$ cat src/rtl/keccak_pkg.sv
// Shared Keccak constants and the squeezer FSM state type.
package keccak_pkg;

  localparam int R_SHAKE128 = 1344;
  localparam int R_SHAKE256 = 1088;
  localparam int WORD_W     = 64;

  typedef enum logic [1:0] {
    ST_IDLE     = 2'd0,
    ST_WAIT_BLK = 2'd1,
    ST_EMIT     = 2'd2
  } sq_state_t;

endpackage

$ cat src/rtl/squeezer_if.sv
// Bundle of request, rate-block and output-word signals around the squeezer.
interface squeezer_if
  import keccak_pkg::*;
#(
  parameter int R     = R_SHAKE128,
  parameter int LEN_W = 16
);

  logic              start;
  logic [LEN_W-1:0]  req_bytes;
  logic [R-1:0]      in;
  logic              in_ready;
  logic              in_ack;
  logic              squeeze_req;
  logic [WORD_W-1:0] out;
  logic              out_valid;
  logic              out_ack;
  logic              out_last;
  logic [2:0]        out_byte_num;
  logic              busy;
  logic              done;

  // slave: the squeezer itself; master: the user / permutation side.
  modport slave (
    input  start, req_bytes, in, in_ready, out_ack,
    output in_ack, squeeze_req, out, out_valid, out_last, out_byte_num, busy, done
  );

  modport master (
    output start, req_bytes, in, in_ready, out_ack,
    input  in_ack, squeeze_req, out, out_valid, out_last, out_byte_num, busy, done
  );

endinterface

$ cat src/rtl/squeezer.sv
// Serializes r-bit Keccak rate blocks into 64-bit words, MSB word first,
// requesting extra permutations until the requested byte count is delivered.
module squeezer
  import keccak_pkg::*;
#(
  parameter int R     = R_SHAKE128,
  parameter int LEN_W = 16
) (
  input  logic       clk,
  input  logic       reset,
  squeezer_if.slave  bus
);

  localparam int N_WORDS = R / WORD_W;
  localparam int WCNT_W  = $clog2(N_WORDS + 1);

  sq_state_t        state_q, state_d;
  logic [R-1:0]     sreg_q;
  logic [LEN_W-1:0] rem_q;
  logic [WCNT_W-1:0] wcnt_q;
  logic             done_q;

  logic             capture, consume, last_word, blk_end;
  logic [LEN_W-1:0] rem_dec;

  assign capture   = (state_q == ST_WAIT_BLK) && bus.in_ready;
  assign consume   = (state_q == ST_EMIT) && bus.out_ack;
  assign last_word = (rem_q <= LEN_W'(8));
  assign rem_dec   = last_word ? rem_q : LEN_W'(8);
  assign blk_end   = (wcnt_q == WCNT_W'(N_WORDS - 1));

  // NOTE: sequential state uses non-blocking assignments so every register
  // samples pre-edge values regardless of process ordering.
  always_ff @(posedge clk or negedge reset) begin
    if (!reset) state_q <= ST_IDLE;
    else        state_q <= state_d;
  end

  // NOTE: always_comb gives every output a default before the case, so no
  // path leaves a signal unassigned and no latch is inferred.
  always_comb begin
    state_d = state_q;
    unique case (state_q)
      ST_IDLE:     if (bus.start && (bus.req_bytes != '0)) state_d = ST_WAIT_BLK;
      ST_WAIT_BLK: if (bus.in_ready) state_d = ST_EMIT;
      ST_EMIT: begin
        if (bus.out_ack) begin
          if (last_word)    state_d = ST_IDLE;
          else if (blk_end) state_d = ST_WAIT_BLK;
        end
      end
      default:     state_d = ST_IDLE;
    endcase
  end

  // NOTE: the wide shift register is reset as well, so out reads 0 after an
  // abort and no stale rate data leaks past reset release.
  always_ff @(posedge clk or negedge reset) begin
    if (!reset) begin
      sreg_q <= '0;
      rem_q  <= '0;
      wcnt_q <= '0;
      done_q <= 1'b0;
    end else begin
      done_q <= ((state_q == ST_IDLE) && bus.start && (bus.req_bytes == '0))
              || (consume && last_word);
      if ((state_q == ST_IDLE) && bus.start) rem_q <= bus.req_bytes;
      if (capture) begin
        sreg_q <= bus.in;
        wcnt_q <= '0;
      end else if (consume) begin
        sreg_q <= sreg_q << WORD_W;
        rem_q  <= rem_q - rem_dec;
        wcnt_q <= wcnt_q + WCNT_W'(1);
      end
    end
  end

  always_comb begin
    bus.in_ack       = capture;
    bus.squeeze_req  = consume && !last_word && blk_end;
    bus.out          = sreg_q[R-1 -: WORD_W];
    bus.out_valid    = (state_q == ST_EMIT);
    bus.out_last     = (state_q == ST_EMIT) && last_word;
    bus.out_byte_num = ((state_q == ST_EMIT) && last_word) ? rem_q[2:0] : 3'd0;
    bus.busy         = (state_q != ST_IDLE);
    bus.done         = done_q;
  end

endmodule

$ cat src/flat_wrapper.sv
// flat-port wrapper written by rule: the top's interface ports become plain ports
module squeezer_flat import keccak_pkg::*;
#(
  parameter int R     = R_SHAKE128,
  parameter int LEN_W = 16
)
  (clk, reset, bus_start, bus_req_bytes, bus_in, bus_in_ready, bus_out_ack, bus_in_ack, bus_squeeze_req, bus_out, bus_out_valid, bus_out_last, bus_out_byte_num, bus_busy, bus_done);
  squeezer_if #(.R(R), .LEN_W(LEN_W)) bus_i ();
  input  logic clk;
  input  logic reset;
  input wire logic [$bits(bus_i.start)-1:0] bus_start;
  input wire logic [$bits(bus_i.req_bytes)-1:0] bus_req_bytes;
  input wire logic [$bits(bus_i.in)-1:0] bus_in;
  input wire logic [$bits(bus_i.in_ready)-1:0] bus_in_ready;
  input wire logic [$bits(bus_i.out_ack)-1:0] bus_out_ack;
  output wire logic [$bits(bus_i.in_ack)-1:0] bus_in_ack;
  output wire logic [$bits(bus_i.squeeze_req)-1:0] bus_squeeze_req;
  output wire logic [$bits(bus_i.out)-1:0] bus_out;
  output wire logic [$bits(bus_i.out_valid)-1:0] bus_out_valid;
  output wire logic [$bits(bus_i.out_last)-1:0] bus_out_last;
  output wire logic [$bits(bus_i.out_byte_num)-1:0] bus_out_byte_num;
  output wire logic [$bits(bus_i.busy)-1:0] bus_busy;
  output wire logic [$bits(bus_i.done)-1:0] bus_done;
  assign bus_i.start = bus_start;
  assign bus_i.req_bytes = bus_req_bytes;
  assign bus_i.in = bus_in;
  assign bus_i.in_ready = bus_in_ready;
  assign bus_i.out_ack = bus_out_ack;
  assign bus_in_ack = bus_i.in_ack;
  assign bus_squeeze_req = bus_i.squeeze_req;
  assign bus_out = bus_i.out;
  assign bus_out_valid = bus_i.out_valid;
  assign bus_out_last = bus_i.out_last;
  assign bus_out_byte_num = bus_i.out_byte_num;
  assign bus_busy = bus_i.busy;
  assign bus_done = bus_i.done;
  squeezer #(.R(R), .LEN_W(LEN_W)) u_core (.clk(clk), .reset(reset), .bus(bus_i));
endmodule
$ cat config.mk
export PLATFORM = sky130hd
export DESIGN_NAME = squeezer_flat
export DESIGN_NICKNAME = d
export VERILOG_FILES = /design/src/rtl/keccak_pkg.sv /design/src/rtl/squeezer_if.sv /design/src/rtl/squeezer.sv /design/src/flat_wrapper.sv
export SDC_FILE = /design/constraint.sdc
export NUM_CORES = 2
export LEC_CHECK = 0
export BUFFER_PORTS_ARGS = -buffer_cell sky130_fd_sc_hd__buf_2
export CORE_AREA = 2 2 562 564
export CTS_CLUSTER_DIAMETER = 60
export DETAILED_ROUTE_END_ITERATION = 10
export DIE_AREA = 0 0 564 566
export MAX_ROUTING_LAYER = met4
export RECOVER_POWER = 25
export SYNTH_ARGS = -nofsm -noshare
export SYNTH_HDL_FRONTEND = slang
export SYNTH_SLANG_ARGS = --single-unit
$ cat constraint.sdc
create_clock -name clk -period 4.2 [get_ports clk]
set_input_delay 0.84 -clock clk [delete_from_list [all_inputs] [get_ports clk]]
set_output_delay 0.84 -clock clk [all_outputs]
set_load 0.01 [all_outputs]
-- Word-level counts from Yosys, hierarchy flattened
Index checks and enable logic that the tools add are counted.
- output and inout port bits: 73
- bits in latches: 0
- word-level logic and storage cells: 47
- bits in registers: 1368
- memory bits (read-only): 0
- RAM bits: 0
- memories: 0
- divide/modulo/power cells: 0
- multiply operators: 0
- add/sub/neg operators: 2
- muxes and demuxes: 15
- shift operators: 0
- reductions and logical operators: 17
- bitwise operators: 0
- equal/unequal tests: 7
- order comparisons: 1
- operator list (cell ; count):
    $mux 1344 ; 2
    $mux 16 ; 4
    $le 16x4->1 const B ; 1
    $logic_not 16->1 ; 1
    $reduce_bool 16->1 ; 1
    $sub 16x16->16 ; 1
    $mux 2 ; 5
    $mux 5 ; 2
    $logic_and 1x1->1 ; 9
    $pmux 2 s3 ; 1
    $add 5x1->5 const B ; 1
    $eq 5x5->1 const B ; 1
    $ne 2x2->1 const B ; 2
    $reduce_and 4->1 ; 1
    $reduce_bool 2->1 ; 2
    $mux 3 ; 1
    $ne 3x1->1 const B ; 1
    $eq 2x1->1 const B ; 1
    $eq 2x2->1 const B ; 1
    $logic_not 2->1 ; 1
    $ne 2x1->1 const B ; 1
    $logic_not 1->1 ; 1
    $logic_or 1x1->1 ; 1

-- Depth between registers and ports, before layout
- depth in word-level cells: 5
- mapped depth: 11

-- Worst setup path after synthesis
Ideal clock, no wire load.
- path kind: reg-to-reg
- start: register u_core.rem_q[6]
- end: register u_core.rem_q[12]
- setup time: 124 ps
- data arrival time: 2363 ps
- path buffers: 1
- path slack: 1713 ps
- stages on the path, launching flop included: 11
- clock period less this slack: 2487 ps
- cells stage by stage: dfrtp_1 clkbuf_1 nor3_1 and4_1 nand2_1 nand2_1 ha_1 nor4b_1 nand2_1 and3_1 a211o_1
- longest elaborated chain between the ends: 5
- RTL lines (element ; line ; RTL):
    from (decl) ; squeezer.sv:19 ; logic [LEN_W-1:0] rem_q;
    from (signal assigned) ; squeezer.sv:67 ; if ((state_q == ST_IDLE) && bus.start) rem_q <= bus.req_bytes;
    from (signal assigned) ; squeezer.sv:73 ; rem_q <= rem_q - rem_dec;
    $le 16x4->1 ; squeezer.sv:28 ; assign last_word = (rem_q <= LEN_W'(8));
    $mux 16 ; squeezer.sv:29 ; assign rem_dec = last_word ? rem_q : LEN_W'(8);
    $sub 16x16->16 * ; squeezer.sv:73 ;
    $mux 16 * ; squeezer.sv:71 ; end else if (consume) begin
    $mux 16 * ; squeezer.sv:68 ; if (capture) begin
Every way passes the cells marked *; elsewhere a longest branch is shown, timed or not.
A chain may end at the register's enable or synchronous reset.

-- Worst setup path after layout
- start: register u_core.rem_q[14]
- end: output bus_out_byte_num[1]
- longest elaborated chain between the ends: 3
- RTL lines (element ; line ; RTL):
    $le 16x4->1 ; squeezer.sv:28 ;
    $logic_and 1x1->1 ; squeezer.sv:85 ; bus.out_byte_num = ((state_q == ST_EMIT) && last_word) ? rem_q[2:0] : 3'd0;
    $mux 3 ; squeezer.sv:85 ;
    to (decl) ; flat_wrapper.sv:21 ; output wire logic [$bits(bus_i.out_byte_num)-1:0] bus_out_byte_num;
Every way passes these cells.

==> results by group <==
GRT
  – Initial antenna violation count: about 150
  – Vias in the first global route: 55332
  – Largest net degree at the start of global routing: 160
  – First-pass GRT wire length: 421.9 mm
  – All-layer global routing usage: between 10% and 20%
  – Total global routing overflow: 0

Floorplanning
  – Top Ports: ~1400
  – Die Area: 0.3192 mm2
  – Die H: ~570 um
  – Num rows: around 210
  – Core area: 0.3134 mm2
  – Die width: 564 um
  – Initial Util: 19.59%

Clocking
  – Clk pin slew, worst setup/hold paths: 0.06 ns
  – Max Buffers Root-to-Sink: 4
  – Worst skew pair latency: 0.83 ns
  – CTS Buf Count: between 150 and 200
  – CTS Sinks: 1368
  – H-tree levels: 4
  – TritonCTS clock tree: yes
  – Root buffer cell: clkbuf_16

Worst setup path
  – CP Capture Type: output port
  – Worst r2r path cells: 5
  – Worst Path Required: 3.36 ns
  – CP Class: reg2out
  – CP Launch Type: flop
  – CP arrival: 2.99 ns
  – Reg2reg start: u_core.state_q[1]
  – Worst Path Max Fanout: 6
  – R2R Path End: u_core.sreg_q[40]
  – R2r setup slk: 1.33 ns

Synthesis
  – Yosys reg bits: 1368
  – Post-Synthesis Cells: 7367
  – Yosys warning count: 0
  – EDFF count, synth: 0
  – Sequential element share of the synthesized area: 55.76%
  – Synthesized cell area: 0.06139 mm2
  – Ys flop type: dfrtp_1
  – Yosys cell types: 61
  – Asr flop ratio synth: 100.0%
  – Syn_nets: 8735
  – Synth Area per Inst: 8.333 um2

STA
  – Final setup fails: 0
  – Hold Fails Final Rpt: 0
  – Slew Limit Fails: 547
  – Fin crit share: 91.15%
  – TNS Setup: 0 ns
  – Min cycle time layout: between 3 and 4 ns
  – Maximum clock frequency: approximately 0.26 GHz
  – Setup Skew: 0.05654 ns
  – Hold slack: 0.2189 ns
  – Least-Margin Pin Slew: 2.454 ns
  – RSZ-0062 raised after global routing: no
  – Max_slew headroom: -63.59%

Final layout
  – Core Util, Final: 25.13%
  – Most frequent cells in the layout: nand2_1 (2577), buf_2 (1437), dfrtp_1 (1368)
  – Area growth syn-to-layout: 28.30%
  – Layout cells sized above 1: 21.96%
  – Fillers: 34618
  – Layout net count: 9868
  – Most common cell after layout, fill and taps aside: nand2_1
  – Post-Layout Cell Count: 12901

Power and ir drop
  – Total leakage power: 35.35 nW
  – Pwr dens: 709.3 mW/mm2
  – Worst VDD drop: 0.0003726 V

Drt
  – Drt total wl: about 310 mm
  – Via count: about 59000
  – Post-DR wirelength/cell: ~24 um
  – DRC violation count after routing: 0
  – DRT antenna net count: 0
  – Initial DRC count: about 6000
  – Pre-antenna DRT Iters: 8
  – Number of vias per cell: 4.540

Hold path
  – Hold Crit Start: bus_in[21]
  – Hold crit path type: in2reg
  – Sink of the worst hold path: u_core.sreg_q[21]
  – Hold path cells: 2

Placement
  – # port buffers: 1437
  – Placer Congestion: 0.9255
  – Hpwl dp: 243.6 mm
  – Cell count after placement: 12484

Status
  – Status: finished with violations
  – Failing checks: capacitance limit, slew limit

Run
  – Max-cap viol count: 9
-- metrics by stage --
step	total power, mW	cell area, um2	setup WS [ns]
3_3_place_gp	40.16	72700	1.138
6_report	55.86	78760	0.3717
3_5_place_dp	40.56	72700	1.071
4_1_cts	56.31	78650	0.3461
5_1_grt	59.11	78710	0.1421
2_1_floorplan	32.41	61390	1.713
-- sequential cells by signal, summed over array words and instances, names as in the netlist --
name             cells
u_core.state_q       2
u_core.wcnt_q        5
u_core.sreg_q     1344
u_core.bus.done      1
u_core.rem_q        16
-- cell usage after synthesis, types with 2 or more instances --
library cell / instances / share of area, %
buf_4: 71 / 0.87
dfrtp_1: 1368 / 56
a311oi_1: 7 / 0.10
nor4_1: 7 / 0.071
a22o_1: 64 / 0.91
nand2b_1: 2 / 0.020
o21ai_0: 6 / 0.049
nand2_1: 2577 / 16
a41o_1: 2 / 0.033
and4_1: 2 / 0.029
o22ai_1: 2 / 0.020
a221oi_1: 2 / 0.029
a21oi_1: 3 / 0.024
xor2_1: 2 / 0.029
nand3b_4: 2 / 0.065
buf_1: 32 / 0.20
o31a_1: 2 / 0.029
inv_1: 6 / 0.037
ha_1: 3 / 0.061
nor3_1: 8 / 0.065
or2_2: 2 / 0.020
a211oi_1: 3 / 0.037
and2_1: 3 / 0.031
and3_1: 4 / 0.041
nand4b_1: 2 / 0.029
nand4_1: 6 / 0.061
a31oi_1: 1285 / 13
nand3_1: 3 / 0.024
or3_1: 4 / 0.041
clkbuf_1: 211 / 1.3
nor2_1: 1306 / 8.0
buf_2: 341 / 2.8
-- report_power, final --
part | switching (mW) | internal (mW) | leakage, nW
Sequential | 5.51 | 19.0 | 14.0
Clock | 6.46 | 9.14 | 2.91
Combinational | 9.82 | 5.93 | 18.4
Total | 21.8 | 34.1 | 35.3
-- critical path, stage by stage, from the launching register on --
cell and delay [ns]:
dfrtp_1 0.44, nor4_1 0.47, and4_1 0.36, and3_1 0.46
and2_1 0.18, buf_2 0.23
-- logic make-up (layout without fill, tap and decap cells) --
logic type | count (synthesis) | after routing | synth area share, %
and+or+nand+nor | 3939 | 3939 | 24.41
DFF | 1368 | 1368 | 55.76
other | 1 | 105 | 0.006108
xor gates and xnor gates | 2 | 2 | 0.02854
muxes | 2 | 2 | 0.03465
adders and majority gates | 3 | 3 | 0.06115
buffers and inverters | 664 | 1934 | 5.203
AOI/OAI and AO/OA | 1388 | 1388 | 14.50
-- area by class of cell --
| class | instances | area, um2 | area share [%] |
|---|---|---|---|
| Tap cell | 4160 | 5205 | 6.609 |
| Sequential cell | 1368 | 34230 | 43.46 |
| Multi-Input combinational cell | 5335 | 23980 | 30.45 |
| Timing Repair Buffer | 1615 | 9109 | 11.56 |
| Clock buffer | 237 | 4971 | 6.311 |
| Antenna cell | 104 | 260.3 | 0.3304 |
| Inverter | 7 | 33.78 | 0.04289 |
| Clock inverter | 75 | 965.9 | 1.226 |
-- worst max path at each step --
stage | start | to | depth (start not counted)
3_3_place_gp | bus_in_ready | u_core.sreg_q[40] | 6
2_1_floorplan | u_core.rem_q[6] | u_core.rem_q[12] | 10
3_5_place_dp | bus_in_ready | u_core.sreg_q[40] | 6
6_report | u_core.rem_q[14] | bus_out_byte_num[1] | 5
5_1_grt | reset | u_core.sreg_q[955] | 3
4_1_cts | u_core.rem_q[14] | bus_out_byte_num[1] | 5
-- metal layers --
layer	part of all wire, %	global-route usage [%]
met1	40	23.10
met2	47	30.41
met3	6.7	3.202
met4	6.2	10.49
met5	0	-
-- repair_timing --
item,in CTS,in global routing
setup endpoints to repair,0,0
endpoints found under the hold margin,31,0
hold buffers,1,0
gates resized for setup,0,0
buffers inserted,0,0
No activity file was read; power rests on OpenSTA's default activity.
